$ cat src/rtl/hub_linear_seq.sv
// Self-sequenced folded hybrid unary-binary linear layer: bitstream dot products over FOLD partitions.
// Optional output saturation is enabled by defining HUB_LINEAR_SEQ_SAT_EN.
module hub_linear_seq #(
  parameter int IDIM  = 8,
  parameter int IWID  = 8,
  parameter int ODIM  = 4,
  parameter int FOLD  = 2,
  parameter int RWID  = IWID,
  parameter int CLOG  = RWID,
  parameter int OWID  = IWID,
  parameter int SHIFT = $clog2(IDIM) + CLOG - OWID
) (
  input  logic                        clk,
  input  logic                        rst,
  input  logic                        iValid,
  output logic                        iReady,
  input  logic [IDIM*IWID-1:0]        iFmap,
  input  logic                        wLoad,
  input  logic [ODIM*IDIM*IWID-1:0]   iWeig,
  output logic                        oValid,
  input  logic                        oReady,
  output logic [ODIM*OWID-1:0]        oFmap,
  output logic                        busy,
  output logic [1:0]                  dbg_state_o
);

  // Handshakes: a transfer happens on a rising clk edge where valid and ready are both high.
  localparam int AW = $clog2(IDIM) + 1 + CLOG;
  localparam int CW = $clog2(IDIM) + 1;
  localparam int GS = ODIM / FOLD;
  localparam int PW = (FOLD > 1) ? $clog2(FOLD) : 1;

  typedef enum logic [1:0] {
    S_IDLE = 2'd0,
    S_RUN  = 2'd1,
    S_OUT  = 2'd2
  } state_t;

  state_t            state_q;
  logic [IWID-1:0]   x_q   [IDIM];
  logic [IWID-1:0]   w_q   [ODIM*IDIM];
  logic [AW-1:0]     acc_q [ODIM];
  logic [CLOG-1:0]   wc_q  [IDIM];
  logic [CLOG-1:0]   t_q;
  logic [PW-1:0]     p_q;
  logic              out_vld_q;
  logic [OWID-1:0]   ofm_q [ODIM];

  logic [RWID-1:0]   in_rng;
  logic [IDIM-1:0]   xb;
  logic [RWID-1:0]   w_rng  [IDIM];
  logic [CW-1:0]     cnt    [ODIM];
  logic [AW-1:0]     acc_d  [ODIM];
  logic [OWID-1:0]   scaled [ODIM];
`ifdef HUB_LINEAR_SEQ_SAT_EN
  logic [AW-1:0]     v;
`endif

  function automatic logic [RWID-1:0] bitrev(input logic [RWID-1:0] a);
    logic [RWID-1:0] r;
    for (int i = 0; i < RWID; i++) r[i] = a[RWID-1-i];
    return r;
  endfunction

  always_comb begin
    in_rng = bitrev(RWID'(t_q));
`ifdef HUB_LINEAR_SEQ_SAT_EN
    v = '0;
`endif
    for (int j = 0; j < IDIM; j++) begin
      xb[j]    = x_q[j] > in_rng;
      w_rng[j] = bitrev(RWID'(wc_q[j]));
    end
    for (int o = 0; o < ODIM; o++) begin
      cnt[o] = '0;
      for (int j = 0; j < IDIM; j++)
        cnt[o] = cnt[o] + CW'(xb[j] & (w_q[o*IDIM+j] > w_rng[j]));
      // Only the group owned by the current partition accumulates.
      acc_d[o] = acc_q[o];
      if (state_q == S_RUN && (o / GS) == int'(p_q))
        acc_d[o] = acc_q[o] + AW'(cnt[o]);
`ifdef HUB_LINEAR_SEQ_SAT_EN
      v         = acc_q[o] >> SHIFT;
      scaled[o] = (|(v >> OWID)) ? {OWID{1'b1}} : v[OWID-1:0];
`else
      scaled[o] = OWID'(acc_q[o] >> SHIFT);
`endif
    end
  end

  always_ff @(posedge clk) begin
    if (rst) begin
      state_q   <= S_IDLE;
      t_q       <= '0;
      p_q       <= '0;
      out_vld_q <= 1'b0;
      for (int j = 0; j < IDIM; j++) begin
        x_q[j]  <= '0;
        wc_q[j] <= '0;
      end
      for (int i = 0; i < ODIM*IDIM; i++) w_q[i] <= '0;
      for (int o = 0; o < ODIM; o++) begin
        acc_q[o] <= '0;
        ofm_q[o] <= '0;
      end
    end else begin
      case (state_q)
        S_IDLE: begin
          if (wLoad)
            for (int i = 0; i < ODIM*IDIM; i++) w_q[i] <= iWeig[i*IWID +: IWID];
          if (iValid) begin
            for (int j = 0; j < IDIM; j++) begin
              x_q[j]  <= iFmap[j*IWID +: IWID];
              wc_q[j] <= '0;
            end
            for (int o = 0; o < ODIM; o++) acc_q[o] <= '0;
            t_q     <= '0;
            p_q     <= '0;
            state_q <= S_RUN;
          end
        end
        S_RUN: begin
          for (int o = 0; o < ODIM; o++) acc_q[o] <= acc_d[o];
          t_q <= t_q + 1'b1;
          if (t_q == {CLOG{1'b1}}) begin
            for (int j = 0; j < IDIM; j++) wc_q[j] <= '0;
            if (p_q == PW'(FOLD - 1)) state_q <= S_OUT;
            else                      p_q     <= p_q + 1'b1;
          end else begin
            for (int j = 0; j < IDIM; j++)
              if (xb[j]) wc_q[j] <= wc_q[j] + 1'b1;
          end
        end
        S_OUT: begin
          // First OUT cycle registers the scaled result; oValid follows one edge later.
          if (!out_vld_q) begin
            for (int o = 0; o < ODIM; o++) ofm_q[o] <= scaled[o];
            out_vld_q <= 1'b1;
          end else if (oReady) begin
            out_vld_q <= 1'b0;
            state_q   <= S_IDLE;
          end
        end
        default: state_q <= S_IDLE;
      endcase
    end
  end

  always_comb begin
    for (int o = 0; o < ODIM; o++) oFmap[o*OWID +: OWID] = ofm_q[o];
  end

  assign iReady      = (state_q == S_IDLE) && !rst;
  assign oValid      = out_vld_q;
  assign busy        = (state_q != S_IDLE);
  assign dbg_state_o = state_q;

endmodule
$ cat config.mk
export PLATFORM = sky130hd
export DESIGN_NAME = hub_linear_seq
export DESIGN_NICKNAME = d
export VERILOG_FILES = /design/src/rtl/hub_linear_seq.sv
export SDC_FILE = /design/constraint.sdc
export NUM_CORES = 1
export LEC_CHECK = 0
export ABC_AREA = 1
export BUFFER_PORTS_ARGS = -buffer_cell sky130_fd_sc_hd__clkbuf_2
export CORE_MARGIN = 2
export CORE_UTILIZATION = 35
export DETAILED_ROUTE_END_ITERATION = 8
export GPL_TIMING_DRIVEN = 0
export PLACE_DENSITY = 0.57
export SLEW_MARGIN = 10
export SYNTH_ARGS = -nofsm -noshare
export SYNTH_HDL_FRONTEND = slang
export SYNTH_SLANG_ARGS = --single-unit
$ cat constraint.sdc
create_clock -name clk -period 15.1 [get_ports clk]
set_input_delay 3.02 -clock clk [delete_from_list [all_inputs] [get_ports clk]]
set_output_delay 3.02 -clock clk [all_outputs]
set_load 0.005 [all_outputs]
# Word-level counts from Yosys, hierarchy flattened
# Memories as Yosys holds them, arrays and structs flattened.
# Cells that the tools add are included.
[word_totals] reg_bits=12 ramBits=464 in_bits=325 output_inout_bits=37 memories=5 word_cells=373
[memory_table] memory="w_q" depth=32 word_bits=8 rd=32 rd_ports_with_merged_regs=0 write_ports=32 line_no="41" source="logic [IWID-1:0] w_q [ODIM*IDIM];"
[memory_table] memory="wc_q" depth=8 word_bits=8 rd=8 rd_ports_with_merged_regs=0 write_ports=8 line_no="43" source="logic [CLOG-1:0] wc_q [IDIM];"
[memory_table] memory="x_q" depth=8 word_bits=8 rd=8 rd_ports_with_merged_regs=0 write_ports=8 line_no="40" source="logic [IWID-1:0] x_q [IDIM];"
[memory_table] memory="acc_q" depth=4 word_bits=12 rd=4 rd_ports_with_merged_regs=0 write_ports=4 line_no="42" source="logic [AW-1:0] acc_q [ODIM];"
[memory_table] memory="ofm_q" depth=4 word_bits=8 rd=4 rd_ports_with_merged_regs=0 write_ports=4 line_no="47" source="logic [OWID-1:0] ofm_q [ODIM];"
[classes] bitwise_logic=109 magnitude_cmp=40 n_eq_ne=8 mux=155 addsub=42 reduce_logical=10
[op_table] op="$mux 8" count=69
[op_table] op="$gt 8x8->1" count=40
[op_table] op="$mux 12" count=12
[op_table] op="$or 1x1->1" count=76
[op_table] op="$add 8x1->8 const B" count=9
[op_table] op="$mux 1" count=66
[op_table] op="$add 4x1->4" count=16
[op_table] op="$add 12x4->12" count=4
[op_table] op="$and 1x1->1" count=32
[op_table] op="$add 3x1->4" count=4
[op_table] op="$pmux 8 s2" count=1
[op_table] op="$add 2x1->3" count=4
[op_table] op="$mux 2" count=5
[op_table] op="$add 1x1->2" count=4
[op_table] op="$eq 8x8->1 const B" count=1
[op_table] op="$ne 2x2->1 const B" count=4
[op_table] op="$pmux 2 s3" count=1
[op_table] op="$reduce_and 5->1" count=1
[op_table] op="$reduce_bool 2->1" count=2
[op_table] op="$logic_and 1x1->1" count=3
[op_table] op="$reduce_and 3->1" count=1
[op_table] op="$eq 2x1->1 const B" count=1
[op_table] op="$eq 2x2->1 const B" count=1
[op_table] op="$logic_not 2->1" count=1
[op_table] op="6 further kinds" count=6

# Longest topological paths before layout
[depth] word_depth=12 depth_mapped=27 ltp_nobuf=27

# Worst setup path before layout
# OpenSTA, ideal clock, no wires.
[synth_path] kind="input-to-reg" from="input rst" to="memory w_q[0][0] (enable)" n_path_buf=1 required_time_ns=13.126 arrival_time_ns=7.449 setup_slack_ns=5.677 setup_ns=1.974 stages=3 cell_sequence="buf_2 inv_2 nand2_1"
[synth_lines] element="start: declaration" line_no="14" source="input logic rst,"
[synth_lines] element="end: declaration" line_no="41"

# Final worst setup path
[layout_path] from="input rst" to="output iReady"
[layout_between] elab_chain_len=2
[layout_lines] element="$logic_not 1->1" line_no="153" source="assign iReady = (state_q == S_IDLE) && !rst;"
[layout_lines] element="$logic_and 1x1->1" line_no="153"
[layout_lines] element="end: declaration" line_no="16" source="output logic iReady,"
# No other way between the ends.

==> run summary <==
The worst setup path is captured at an output port. For this design the static power due to leakage is roughly 0.015 µW. The worst hold path belongs to the class reg2reg. The overall die area came out at roughly 80,000 µm². The average cell area after synthesis is between 9 and 10 µm². The endpoint of the worst setup timing path is iReady. The number of cells upsized or downsized after cts came out at 0. The synthesized design contains 441 enable-type register cells.

The power density normalized to cell area is roughly 120 nW/µm². The number of cells on the worst hold path came out at 2. The hold buffer count at CTS came out at 0.

The effective utilization at floorplan came out at 0.3532. The post-synthesis instance area is approximately 27,000 µm². Counting flops with an async set or reset pin after synthesis yields a share of 0.

The x dimension of the die came out at between 200 and 300 µm. The remaining global-route overflow is 0. The global-route wire length before repair came out at roughly 110,000 µm.

The period utilization is 0.4512. The clock edge transition at the registers on the reported setup and hold paths came out at around 60 ps. The number of endpoints with negative hold slack in the final report is 0. The net count after synthesis came out at 3,518.

The count of cells along the worst register-to-register path came out at 18. In this run the deepest clock path goes through 3 buffers. Relative to the synthesized area, the layout overhead comes to 18.89%.

In this run the standard cell core region covers 77,340 µm². The summed negative setup slack over all endpoints came out at 0 ps. The number of global-route vias before repair came out at 19,490. In the routed layout, each cell is associated on average with a via count of about 4.6. Summed over all instances, the cell type with the most area after synthesis is sky130_fd_sc_hd__edfxtp_1. The max-slew headroom at the worst pin came out at 0.3763. The startpoint identified for the worst register-to-register timing path is t_q[0]. For this run, the top clock speed supported by timing is roughly 0.15 GHz.

The clock latency at the later pin of the worst-skew pair came out at approximately 630 ps. After detailed routing, the number of remaining DRC violations is 0. The maximum number of pins on one net before global-route repair is 66. The number of clock buffers inserted by TritonCTS is 56. The largest clock skew in the final design came out at roughly 28 ps. During placement, the flow inserted port buffers numbering approximately 360. The floorplan row count came out at around 100. The met1 wire length is around 34,000 µm.

Among all flip-flop cells after synthesis, the most frequent one is sky130_fd_sc_hd__edfxtp_1. The number of detailed-routing iterations run before antenna repair is 5. TritonCTS built the clock tree. The HPWL after detailed placement came out at around 57,000 µm. For this design the top-level I/O count stands at 362. Of all nets on the critical path, the largest fanout is 10. The max-slew violation count is 0. The flow ran to the end, and the final reports show no timing, DRC or antenna violations. Of the cells placed in the final design, the portion with a size suffix greater than 1 is 0.1561. The startpoint identified for the worst hold timing path is acc_q[2][0].

The share of synthesized area occupied by flip-flops and latches is 0.5076. In the final routed layout, each cell accounts on average for between 15 and 20 µm. The number of library cell types mapped by synthesis is 47. The root buffer cell chosen for the clock tree is sky130_fd_sc_hd__clkbuf_16.

The post-CTS setup-driven buffer insertion count came out at 0. STA puts the critical path data required time at 12,080 ps. The number of antenna violations at the first check in global routing is 5. The kind of start point of the critical path is an input port.

After detailed routing, the met3 layer carries 3716 µm of wire. The final standard cell count with taps included and fillers excluded came out at 4,334. By area the synthesized netlist is led by sky130_fd_sc_hd__edfxtp_1 (48%), sky130_fd_sc_hd__ha_1 (16%), sky130_fd_sc_hd__inv_1 (8.3%). The number of standard cells after synthesis came out at roughly 2,800. Across all layers, the routed design uses 19,910 vias.

The overall power consumption is approximately 3800 µW. The total length of routed met2 wires came out at ~34,000 µm. The minimum hold slack is roughly 470 ps. The worst register-to-register path has a setup slack of 8410 ps. For the finished layout, the period the worst path requires is 6814 ps.

The top routing layer in use is met5. The share of synthesized area in the top cell type comes to 0.4849. Setup violations remaining at the end of the flow were counted as 0.

For this run, the number of Yosys warnings is 0. The net count reported at finish is ~4,000. The post-detailed-route count of antenna-violating nets came out at 0.

The instance area after placement came out at slightly above 30,000 µm². In the global route stage, overall resource usage came out at 0.1816. The finished layout cell area came out at 32,470 µm². The H-tree was split into 2 levels. The first routing iteration left between 1,000 and 1,500 violations. The number of cells after detailed placement came out at about 4,200. The total number of clock tree sinks came out at ~470. Setup repair after global routing left no endpoint under its margin. Counting flops and latches in the post-synthesis netlist gives between 400 and 500. The critical path is of the in2out type. At the pin with the least slew margin, the transition time is between 900 and 1000 ps. In this run the worst setup path begins at rst. The endpoint of the worst-slack reg-to-reg timing path is acc_q[1][6].

Max-cap violations in this run came to 0. The arrival time at the worst endpoint came out at roughly 3800 ps. The routed wire length is roughly 73,000 µm. The worst-case vdd ir drop came out at ~0.084 mV. The final weighted congestion in routability-driven placement is around 0.84.

The height of the chip is ~280 µm.
==> logic make-up (layout without fill, tap and decap cells) <==
kind of cell | count (synthesis) | after routing | share of synthesized area
adder cells (fa/ha/maj) | 373 | 373 | 0.1764
buffers and inverters | 653 | 1126 | 0.09103
XOR/XNOR | 34 | 34 | 0.01090
other | 0 | 1 | 0
flip-flops | 472 | 472 | 0.5076
AO/OA/AOI/OAI | 371 | 371 | 0.07641
AND/OR/NAND/NOR | 917 | 917 | 0.1377
==> report_power, final <==
group | switching, µW | total (µW) | internal (µW) | leakage [µW]
Combinational | 519 | 833 | 315 | 0.00956
Sequential | 46.6 | 1600 | 1550 | 0.00497
Clock | 582 | 1370 | 786 | 0.000904
Total | 1150 | 3800 | 2650 | 0.0154
==> metrics by stage <==
| step | util | worst slack [ps] |
|---|---|---|
| global placement | 0.3933 | 2003 |
| detailed placement | 0.3960 | 8285 |
| finish | 0.4199 | 8286 |
| global route | 0.4198 | 7945 |
| floorplan | - | 5677 |
| CTS | 0.4198 | 8284 |
==> state kept, by name (all words and copies together) (netlist names) <==
name / cells
w_q: 256
wc_q: 64
x_q: 64
acc_q: 44
ofm_q: 32
t_q: 8
dbg_state_o: 2
oValid: 1
p_q: 1
==> worst min path at each step <==
| stage | endpoint |
|---|---|
| after floorplan | acc_q[2][0] |
| after global placement | acc_q[2][1] |
| after detailed placement | acc_q[2][2] |
| after CTS | acc_q[2][2] |
| after global routing | acc_q[2][1] |
| final | acc_q[2][0] |
==> layout make-up <==
class / instances / area [µm²]
Timing Repair Buffer: 368 / 1992
Clock buffer: 60 / 1416
Buffer: 43 / 195.2
Antenna cell: 1 / 2.502
Clock inverter: 45 / 424.2
Sequential cell: 472 / 13860
Fill cell: 7596 / 44870
Multi-Input combinational cell: 1695 / 10980
Tap cell: 1040 / 1301
Inverter: 610 / 2295
==> placed cells by master (no fill, tap or decap), types with 29 or more instances in the layout <==
master / netlist / routed
sky130_fd_sc_hd__a21oi_1: 215 / 215
sky130_fd_sc_hd__clkbuf_16: 0 / 56
sky130_fd_sc_hd__clkbuf_2: 0 / 362
sky130_fd_sc_hd__dfxtp_1: 31 / 31
sky130_fd_sc_hd__edfxtp_1: 441 / 441
sky130_fd_sc_hd__ha_1: 353 / 353
sky130_fd_sc_hd__inv_1: 602 / 601
sky130_fd_sc_hd__nand2_1: 276 / 275
sky130_fd_sc_hd__nand3_1: 67 / 67
sky130_fd_sc_hd__nor2_1: 487 / 487
sky130_fd_sc_hd__nor3_1: 34 / 34
sky130_fd_sc_hd__o21ai_0: 75 / 73
sky130_fd_sc_hd__xor2_1: 29 / 29
==> routing by layer <==
layer  GRT usage  up-vias
met5           0        -
met4     0.05013        8
met1      0.2453     9187
met3     0.02987      107
li1            -    10180
met2      0.3009      425
==> cell usage after synthesis, drive strengths merged, types with 8 or more instances <==
library cell / count
nand2: 280
nand3: 70
o211ai: 24
edfxtp: 441
o221ai: 8
o21ai: 76
nand4: 24
nor2: 492
nor3: 34
xor2: 29
o21a: 12
dfxtp: 31
inv: 610
buf: 32
clkbuf: 11
a21oi: 216
fa: 20
ha: 353
==> worst max-delay path, cell delays in order <==
cell	delay [ps]
sky130_fd_sc_hd__clkbuf_2	150
sky130_fd_sc_hd__buf_2	230
sky130_fd_sc_hd__nor2_1	190
sky130_fd_sc_hd__clkbuf_2	210
No activity file was read; power rests on OpenSTA's default activity.
